File: src/rtl/vga_pkg.sv
// VGA 800x600@60 timing constants and the stage bundle type.
// Shared by the timing generator and every pixel-pipeline stage.
package vga_pkg;

    localparam int HOR_ACTIVE      = 800;
    localparam int HOR_TOTAL_TIME  = 1056;
    localparam int HOR_BLANK_START = 800;
    localparam int HOR_BLANK_TIME  = 256;
    localparam int HOR_SYNC_START  = 840;
    localparam int HOR_SYNC_TIME   = 128;

    localparam int VER_ACTIVE      = 600;
    localparam int VER_TOTAL_TIME  = 628;
    localparam int VER_BLANK_START = 600;
    localparam int VER_BLANK_TIME  = 28;
    localparam int VER_SYNC_START  = 601;
    localparam int VER_SYNC_TIME   = 4;

    typedef struct packed {
        logic [10:0] hcount;
        logic        hsync;
        logic        hblnk;
        logic [10:0] vcount;
        logic        vsync;
        logic        vblnk;
        logic [11:0] rgb;
    } vga_if_t;

endpackage

File: src/rtl/vga_delay.sv
// Delays a vga_if_t bundle by STAGES clock cycles.
// Ports: clk, rst (async, active-high), din bundle in, dout bundle out.
import vga_pkg::*;

module vga_delay #(
    parameter int STAGES = 1
) (
    input  logic    clk,
    input  logic    rst,
    input  vga_if_t din,
    output vga_if_t dout
);

    vga_if_t pipe [STAGES];

    always_ff @(posedge clk or posedge rst) begin
        if (rst) begin
            for (int i = 0; i < STAGES; i++) begin
                pipe[i] <= '0;
            end
        end else begin
            pipe[0] <= din;
            for (int i = 1; i < STAGES; i++) begin
                pipe[i] <= pipe[i-1];
            end
        end
    end

    assign dout = pipe[STAGES-1];

endmodule

File: src/rtl/draw_rect.sv
// Overlays a solid RECT_W x RECT_H rectangle onto the RGB stream, 2-clk latency.
// Ports: clk, rst, VGA timing + rgb in, xpos/ypos, same timing + rgb out.
import vga_pkg::*;

module draw_rect #(
    parameter int          RECT_W     = 48,
    parameter int          RECT_H     = 64,
    parameter logic [11:0] RECT_COLOR = 12'hF00
) (
    input  logic        clk,
    input  logic        rst,
    input  logic [10:0] hcount_in,
    input  logic        hsync_in,
    input  logic        hblnk_in,
    input  logic [10:0] vcount_in,
    input  logic        vsync_in,
    input  logic        vblnk_in,
    input  logic [11:0] rgb_in,
    input  logic [11:0] xpos,
    input  logic [11:0] ypos,
    output logic [10:0] hcount_out,
    output logic        hsync_out,
    output logic        hblnk_out,
    output logic [10:0] vcount_out,
    output logic        vsync_out,
    output logic        vblnk_out,
    output logic [11:0] rgb_out
);

    vga_if_t     in_bus;
    vga_if_t     s1;
    vga_if_t     s2_in;
    vga_if_t     s2;
    logic [11:0] x_lat;
    logic [11:0] y_lat;
    logic        vblnk_d;
    logic        vblnk_rise;
    logic        hit;
    logic        hit_s1;
    logic [12:0] h_ext;
    logic [12:0] v_ext;
    logic [12:0] x_end;
    logic [12:0] y_end;

    assign in_bus = '{hcount: hcount_in, hsync: hsync_in,
                      hblnk:  hblnk_in,  vcount: vcount_in,
                      vsync:  vsync_in,  vblnk: vblnk_in,
                      rgb:    rgb_in};

    assign vblnk_rise = vblnk_in & ~vblnk_d;

    // Position is only taken at vblank start so a frame never tears.
    always_ff @(posedge clk or posedge rst) begin
        if (rst) begin
            vblnk_d <= 1'b0;
            x_lat   <= '0;
            y_lat   <= '0;
        end else begin
            vblnk_d <= vblnk_in;
            if (vblnk_rise) begin
                x_lat <= xpos;
                y_lat <= ypos;
            end
        end
    end

    // 13-bit sums: a left edge near 4095 must not wrap onto low hcount.
    assign h_ext = {2'b00, hcount_in};
    assign v_ext = {2'b00, vcount_in};
    assign x_end = {1'b0, x_lat} + 13'(RECT_W);
    assign y_end = {1'b0, y_lat} + 13'(RECT_H);

    assign hit = (h_ext >= {1'b0, x_lat}) && (h_ext < x_end) &&
                 (v_ext >= {1'b0, y_lat}) && (v_ext < y_end);

    vga_delay #(.STAGES(1)) u_s1 (
        .clk  (clk),
        .rst  (rst),
        .din  (in_bus),
        .dout (s1)
    );

    always_ff @(posedge clk or posedge rst) begin
        if (rst) begin
            hit_s1 <= 1'b0;
        end else begin
            hit_s1 <= hit;
        end
    end

    always_comb begin
        s2_in = s1;
        if (s1.hblnk || s1.vblnk) begin
            s2_in.rgb = 12'h000;
        end else if (hit_s1) begin
            s2_in.rgb = RECT_COLOR;
        end
    end

    vga_delay #(.STAGES(1)) u_s2 (
        .clk  (clk),
        .rst  (rst),
        .din  (s2_in),
        .dout (s2)
    );

    assign hcount_out = s2.hcount;
    assign hsync_out  = s2.hsync;
    assign hblnk_out  = s2.hblnk;
    assign vcount_out = s2.vcount;
    assign vsync_out  = s2.vsync;
    assign vblnk_out  = s2.vblnk;
    assign rgb_out    = s2.rgb;

endmodule
File: config.mk
export PLATFORM = sky130hd
export DESIGN_NAME = draw_rect
export DESIGN_NICKNAME = d
export VERILOG_FILES = /design/src/rtl/vga_pkg.sv /design/src/rtl/vga_delay.sv /design/src/rtl/draw_rect.sv
export SDC_FILE = /design/constraint.sdc
export NUM_CORES = 1
export LEC_CHECK = 0
export CAP_MARGIN = 0
export CORE_MARGIN = 8
export CORE_UTILIZATION = 54
export CTS_BUF_LIST = sky130_fd_sc_hd__clkbuf_8
export CTS_CLUSTER_DIAMETER = 30
export DETAILED_ROUTE_END_ITERATION = 10
export GPL_TIMING_DRIVEN = 0
export PLACE_DENSITY = 0.95
export SLEW_MARGIN = 30
export SYNTH_ARGS = -nofsm -noshare
export SYNTH_HDL_FRONTEND = slang
export SYNTH_SLANG_ARGS = --single-unit
File: constraint.sdc
create_clock -name clk -period 8.6 [get_ports clk]
set_clock_uncertainty 0.05 [all_clocks]
set_input_delay 1.72 -clock clk [delete_from_list [all_inputs] [get_ports clk]]
set_output_delay 1.72 -clock clk [all_outputs]
set_load 0.01 [all_outputs]
==> report_table.html <==
<table>
<tr><th>Metric</th><th>Value</th></tr>
<tr><th colspan="2">Placed design</th></tr>
<tr><td>HPWL after detailed placement</td><td>6710 µm</td></tr>
<tr><td>Port buffer count</td><td>101</td></tr>
<tr><td>GP Congestion</td><td>0.8549</td></tr>
<tr><td>Standard cell area after detailed placement</td><td>5095 µm²</td></tr>
<tr><td>Placed Cells</td><td>507</td></tr>
<tr><th colspan="2">Setup path</th></tr>
<tr><td>Worst Setup End Kind</td><td>register</td></tr>
<tr><td>Worst setup path startpoint</td><td>vcount_in[0]</td></tr>
<tr><td>Crit Reg-Reg Startpoint</td><td>x_lat[4]</td></tr>
<tr><td>Worst Path Max Fanout</td><td>2</td></tr>
<tr><td>Kind of start point of the critical path</td><td>input port</td></tr>
<tr><td>CP Data Required Time</td><td>8.82 ns</td></tr>
<tr><td>Classification of the worst setup path</td><td>in2reg</td></tr>
<tr><td>WP buf/inv</td><td>2</td></tr>
<tr><td>CP max-delay cell</td><td>clkdlybuf4s50_1</td></tr>
<tr><td>Stage delay of the slowest cell on the critical path</td><td>0.47 ns</td></tr>
<tr><td>Dominant delay contributor by cell family on the critical path</td><td>compound AO/OA/AOI/OAI gates</td></tr>
<tr><td>Data arrival time of the worst path</td><td>3.50 ns</td></tr>
<tr><td>Series of cell instances along the critical path</td><td>clkdlybuf4s50_1 &gt; inv_1 &gt; ha_1 &gt; nand2b_1 &gt; nand3_1 &gt; a211o_1 &gt; a31oi_1 &gt; a211oi_1 &gt; nor4_2</td></tr>
<tr><th colspan="2">GRT</th></tr>
<tr><td>Global-route wire length before repair</td><td>13,720 µm</td></tr>
<tr><td>Tot GR Track Use</td><td>0.1777</td></tr>
<tr><td>Maximum number of pins on one net before global-route repair</td><td>55</td></tr>
<tr><td>Number of antenna violations at the first check in global routing</td><td>0</td></tr>
<tr><td>Final global-route overflow total</td><td>0</td></tr>
<tr><td>Via count of the first global-routing pass</td><td>2,877</td></tr>
<tr><th colspan="2">Min path</th></tr>
<tr><td>Hold wc startpoint</td><td>u_s1.dout[30]</td></tr>
<tr><td>Worst hold path class</td><td>reg2reg</td></tr>
<tr><th colspan="2">Synthesis</th></tr>
<tr><td>Proportion of synthesized chip area in sequential cells</td><td>0.6435</td></tr>
<tr><td>Number of instances in the synthesized netlist</td><td>306</td></tr>
<tr><td>EDFF count, synth</td><td>0</td></tr>
<tr><td>Post-synth cell types</td><td>34</td></tr>
<tr><td>Net count after synthesis</td><td>406</td></tr>
<tr><td>Cell with the most instances after synthesis</td><td>dfrtp_1</td></tr>
<tr><td>Synth area leaders</td><td>dfrtp_1 (64%), ha_1 (11%), o21ai_0 (3.7%)</td></tr>
<tr><td>Synth top area share</td><td>0.6435</td></tr>
<tr><td>Proportion of register bits with asynchronous set or reset after synthesis</td><td>1.000</td></tr>
<tr><td>Summed instance area of the synthesized netlist</td><td>3928 µm²</td></tr>
<tr><td>Post-synthesis register bit count</td><td>101</td></tr>
<tr><td>Syn Area/Cell</td><td>12.84 µm²</td></tr>
<tr><td>Cell taking the most area after synthesis</td><td>dfrtp_1</td></tr>
<tr><td>Most used flip-flop cell after synthesis</td><td>dfrtp_1</td></tr>
<tr><td>Commonest cells post-synth</td><td>dfrtp_1 (101), ha_1 (36), o21ai_0 (29)</td></tr>
<tr><td>Number of synthesis warnings</td><td>0</td></tr>
<tr><th colspan="2">Clock network</th></tr>
<tr><td>CTS sink count</td><td>101</td></tr>
<tr><td>Maximum level of the CTS H-tree</td><td>3</td></tr>
<tr><td>Gates resized, CTS repair</td><td>0</td></tr>
<tr><td>Post-cts hold buffer count</td><td>0</td></tr>
<tr><td>Clock-pin slew reported for the worst setup and hold paths after clock tree synthesis</td><td>0.09 ns</td></tr>
<tr><td>Count of buffers added by post-CTS timing repair for setup</td><td>0</td></tr>
<tr><td>Max Root-Sink Buffers</td><td>2</td></tr>
<tr><td>Root buf cell</td><td>clkbuf_8</td></tr>
<tr><td>CTS tree</td><td>yes</td></tr>
<tr><td>Clock insertion delay at the later pin of the skew report</td><td>0.36 ns</td></tr>
<tr><td>CTS Buf Count</td><td>9</td></tr>
<tr><th colspan="2">Pwr</th></tr>
<tr><td>Net switching fraction of the power</td><td>0.2494</td></tr>
<tr><td>Part of the power in combinational logic</td><td>0.174</td></tr>
<tr><td>Total power consumption of the routed design</td><td>0.001074 W</td></tr>
<tr><td>Total net switching power</td><td>0.0002678 W</td></tr>
<tr><td>Clk pwr share</td><td>0.338</td></tr>
<tr><td>P per Cell Area</td><td>200.7 nW/µm²</td></tr>
<tr><td>Share of total power in sequential cells</td><td>0.488</td></tr>
<tr><td>Internal power of the cells</td><td>0.0008059 W</td></tr>
<tr><td>Worst IR drop on VDD</td><td>0.08559 mV</td></tr>
<tr><td>P_leak</td><td>2.389 nW</td></tr>
<tr><th colspan="2">STA</th></tr>
<tr><td>Total negative slack</td><td>0 ns</td></tr>
<tr><td>RSZ-0062 raised after global routing</td><td>no</td></tr>
<tr><td>Worst hold slack across all endpoints</td><td>0.3012 ns</td></tr>
<tr><td>Period utilization</td><td>0.3805</td></tr>
<tr><td>Final setup violation count</td><td>0</td></tr>
<tr><td>Maximum operating frequency</td><td>305.6 MHz</td></tr>
<tr><td>Fin. Hold Viols</td><td>0</td></tr>
<tr><td>Count of final max-slew check failures</td><td>0</td></tr>
<tr><td>Fin crit period</td><td>3.272 ns</td></tr>
<tr><td>Remaining max-slew budget at the tightest pin</td><td>0.6064</td></tr>
<tr><td>Slew of the pin with the lowest slew margin</td><td>0.5859 ns</td></tr>
<tr><th colspan="2">Flow run</th></tr>
<tr><td>Number of max-cap violations</td><td>0</td></tr>
<tr><th colspan="2">Route</th></tr>
<tr><td>Wire length on met1</td><td>3379 µm</td></tr>
<tr><td>Uppermost routed layer</td><td>met4</td></tr>
<tr><td>Detailed route wirelength on metal2</td><td>4602 µm</td></tr>
<tr><td>Routed wl met3</td><td>471 µm</td></tr>
<tr><td>Vias per std cell</td><td>5.134</td></tr>
<tr><td>DRT antenna net count</td><td>0</td></tr>
<tr><td>Total vias in the final route</td><td>2,685</td></tr>
<tr><td>Number of detailed-route iterations in the first pass</td><td>4</td></tr>
<tr><td>First-iteration detailed-routing DRC count</td><td>95</td></tr>
<tr><td>Average wire length per cell after detail routing</td><td>16.58 µm</td></tr>
<tr><td>Routed wire length</td><td>8672 µm</td></tr>
<tr><td>Residual DRC</td><td>0</td></tr>
<tr><th colspan="2">Cells and area</th></tr>
<tr><td>Filler-free cell count of the finished design</td><td>523</td></tr>
<tr><td>Combined flip-flop and latch cell area</td><td>2527 µm²</td></tr>
<tr><td>Total inserted antenna cells</td><td>0</td></tr>
<tr><td>Net count reported at finish</td><td>519</td></tr>
<tr><td>Area delta synth-&gt;final</td><td>36.19%</td></tr>
<tr><td>Number of fill cells</td><td>466</td></tr>
<tr><td>Multi-input combinational cell area</td><td>1286 µm²</td></tr>
<tr><td>Post-route cell area</td><td>5349 µm²</td></tr>
<tr><td>Layout cell share with drive strength beyond 1</td><td>0.06368</td></tr>
<tr><th colspan="2">Floorplan</th></tr>
<tr><td>Starting Density</td><td>0.5503</td></tr>
<tr><td>Core region area</td><td>7137 µm²</td></tr>
<tr><td>Die width</td><td>101.3 µm</td></tr>
<tr><td>Number of placement rows</td><td>31</td></tr>
<tr><td>Die outline height</td><td>101.3 µm</td></tr>
<tr><td>Die area</td><td>10,260 µm²</td></tr>
<tr><td>Top Ports</td><td>102</td></tr>
<tr><th colspan="2">Run status</th></tr>
<tr><td>Result of the run</td><td>completed</td></tr>
</table>
## area by class of cell
type	instances	area share
plain buffers	5	0.003743
flip-flops and latches	101	0.4725
multi-input cells	175	0.2405
clock buffers	10	0.02573
inverters	25	0.01848
well taps	99	0.02316
clock inverters	6	0.02175
repair buffers	102	0.1942
## worst reg2reg max path, delay by kind of cell, from the launching register on
kind                       cells  cell delay [ns]
buffers and inverters          1             0.10
xor gates and xnor gates       1             0.13
DFF                            1             0.44
adders and majority gates      2             0.53
AOI/OAI and AO/OA              2             0.49
and+or+nand+nor                2             0.42
## power by group through the flow
stage                     clock network (W)  registers [W]   logic, W
after floorplan                           0       0.000534  0.0000983
after global placement                    0       0.000531   0.000171
after detailed placement                  0       0.000534   0.000184
after CTS                          0.000372       0.000524   0.000188
after global routing               0.000392       0.000528   0.000207
final                              0.000363       0.000524   0.000187
## stage by stage
stage | utilization | setup slack (ns)
after floorplan | - | 4.183
after global placement | 0.7093 | 3.045
after detailed placement | 0.7139 | 4.947
after CTS | 0.7495 | 5.303
after global routing | 0.7495 | 5.219
final | 0.7495 | 5.328
## final timing paths
| path | endpoint | slack (ns) | cells after the start |
|---|---|---|---|
| setup reg to reg | hit_s1 | 6.35 | 8 |
| min in group asynchronous | u_s2.dout[4] | 1.72 | 2 |
| hold reg to reg | u_s2.dout[30] | 0.30 | 0 |
| hold / removal | u_s2.dout[30] | 0.30 | 0 |
| setup / recovery | hit_s1 | 5.33 | 9 |
| max in group asynchronous | y_lat[3] | 6.20 | 3 |
## cell families (layout without fill, tap and decap cells)
family | Yosys count | after routing | synth area share
compound gates | 64 | 64 | 0.09971
simple gates | 62 | 62 | 0.08124
flops | 101 | 101 | 0.6435
xor+xnor | 8 | 8 | 0.01784
buf+inv | 30 | 148 | 0.02899
fa+ha+maj | 36 | 36 | 0.1147
mux | 5 | 5 | 0.01402
## state kept, by name, summed over array words and instances (netlist names)
register	cells
y_lat	12
hit_s1	1
x_lat	12
u_s2.dout	38
u_s1.dout	38
## routing by layer
| metal | GRT usage | vias up |
|---|---|---|
| li1 | - | 1274 |
| met1 | 0.1857 | 1298 |
| met2 | 0.3234 | 95 |
| met3 | 0.04742 | 18 |
| met4 | 0.08362 | 0 |
| met5 | 0 | - |
## layout by cell type, fill, tap and decap left out, drive strengths merged, types with 5 or more instances in the layout
cell type and instances:
a211oi 5, a21oi 9, and2 8, clkbuf 12
clkdlybuf4s50 101, dfrtp 101, ha 36, inv 27
nand2 22, nand3 6, nor2 6, nor2b 5
nor3 6, o21a 7, o21ai 31, xnor2 7
Note: power is estimated with default switching activity, not from simulation.
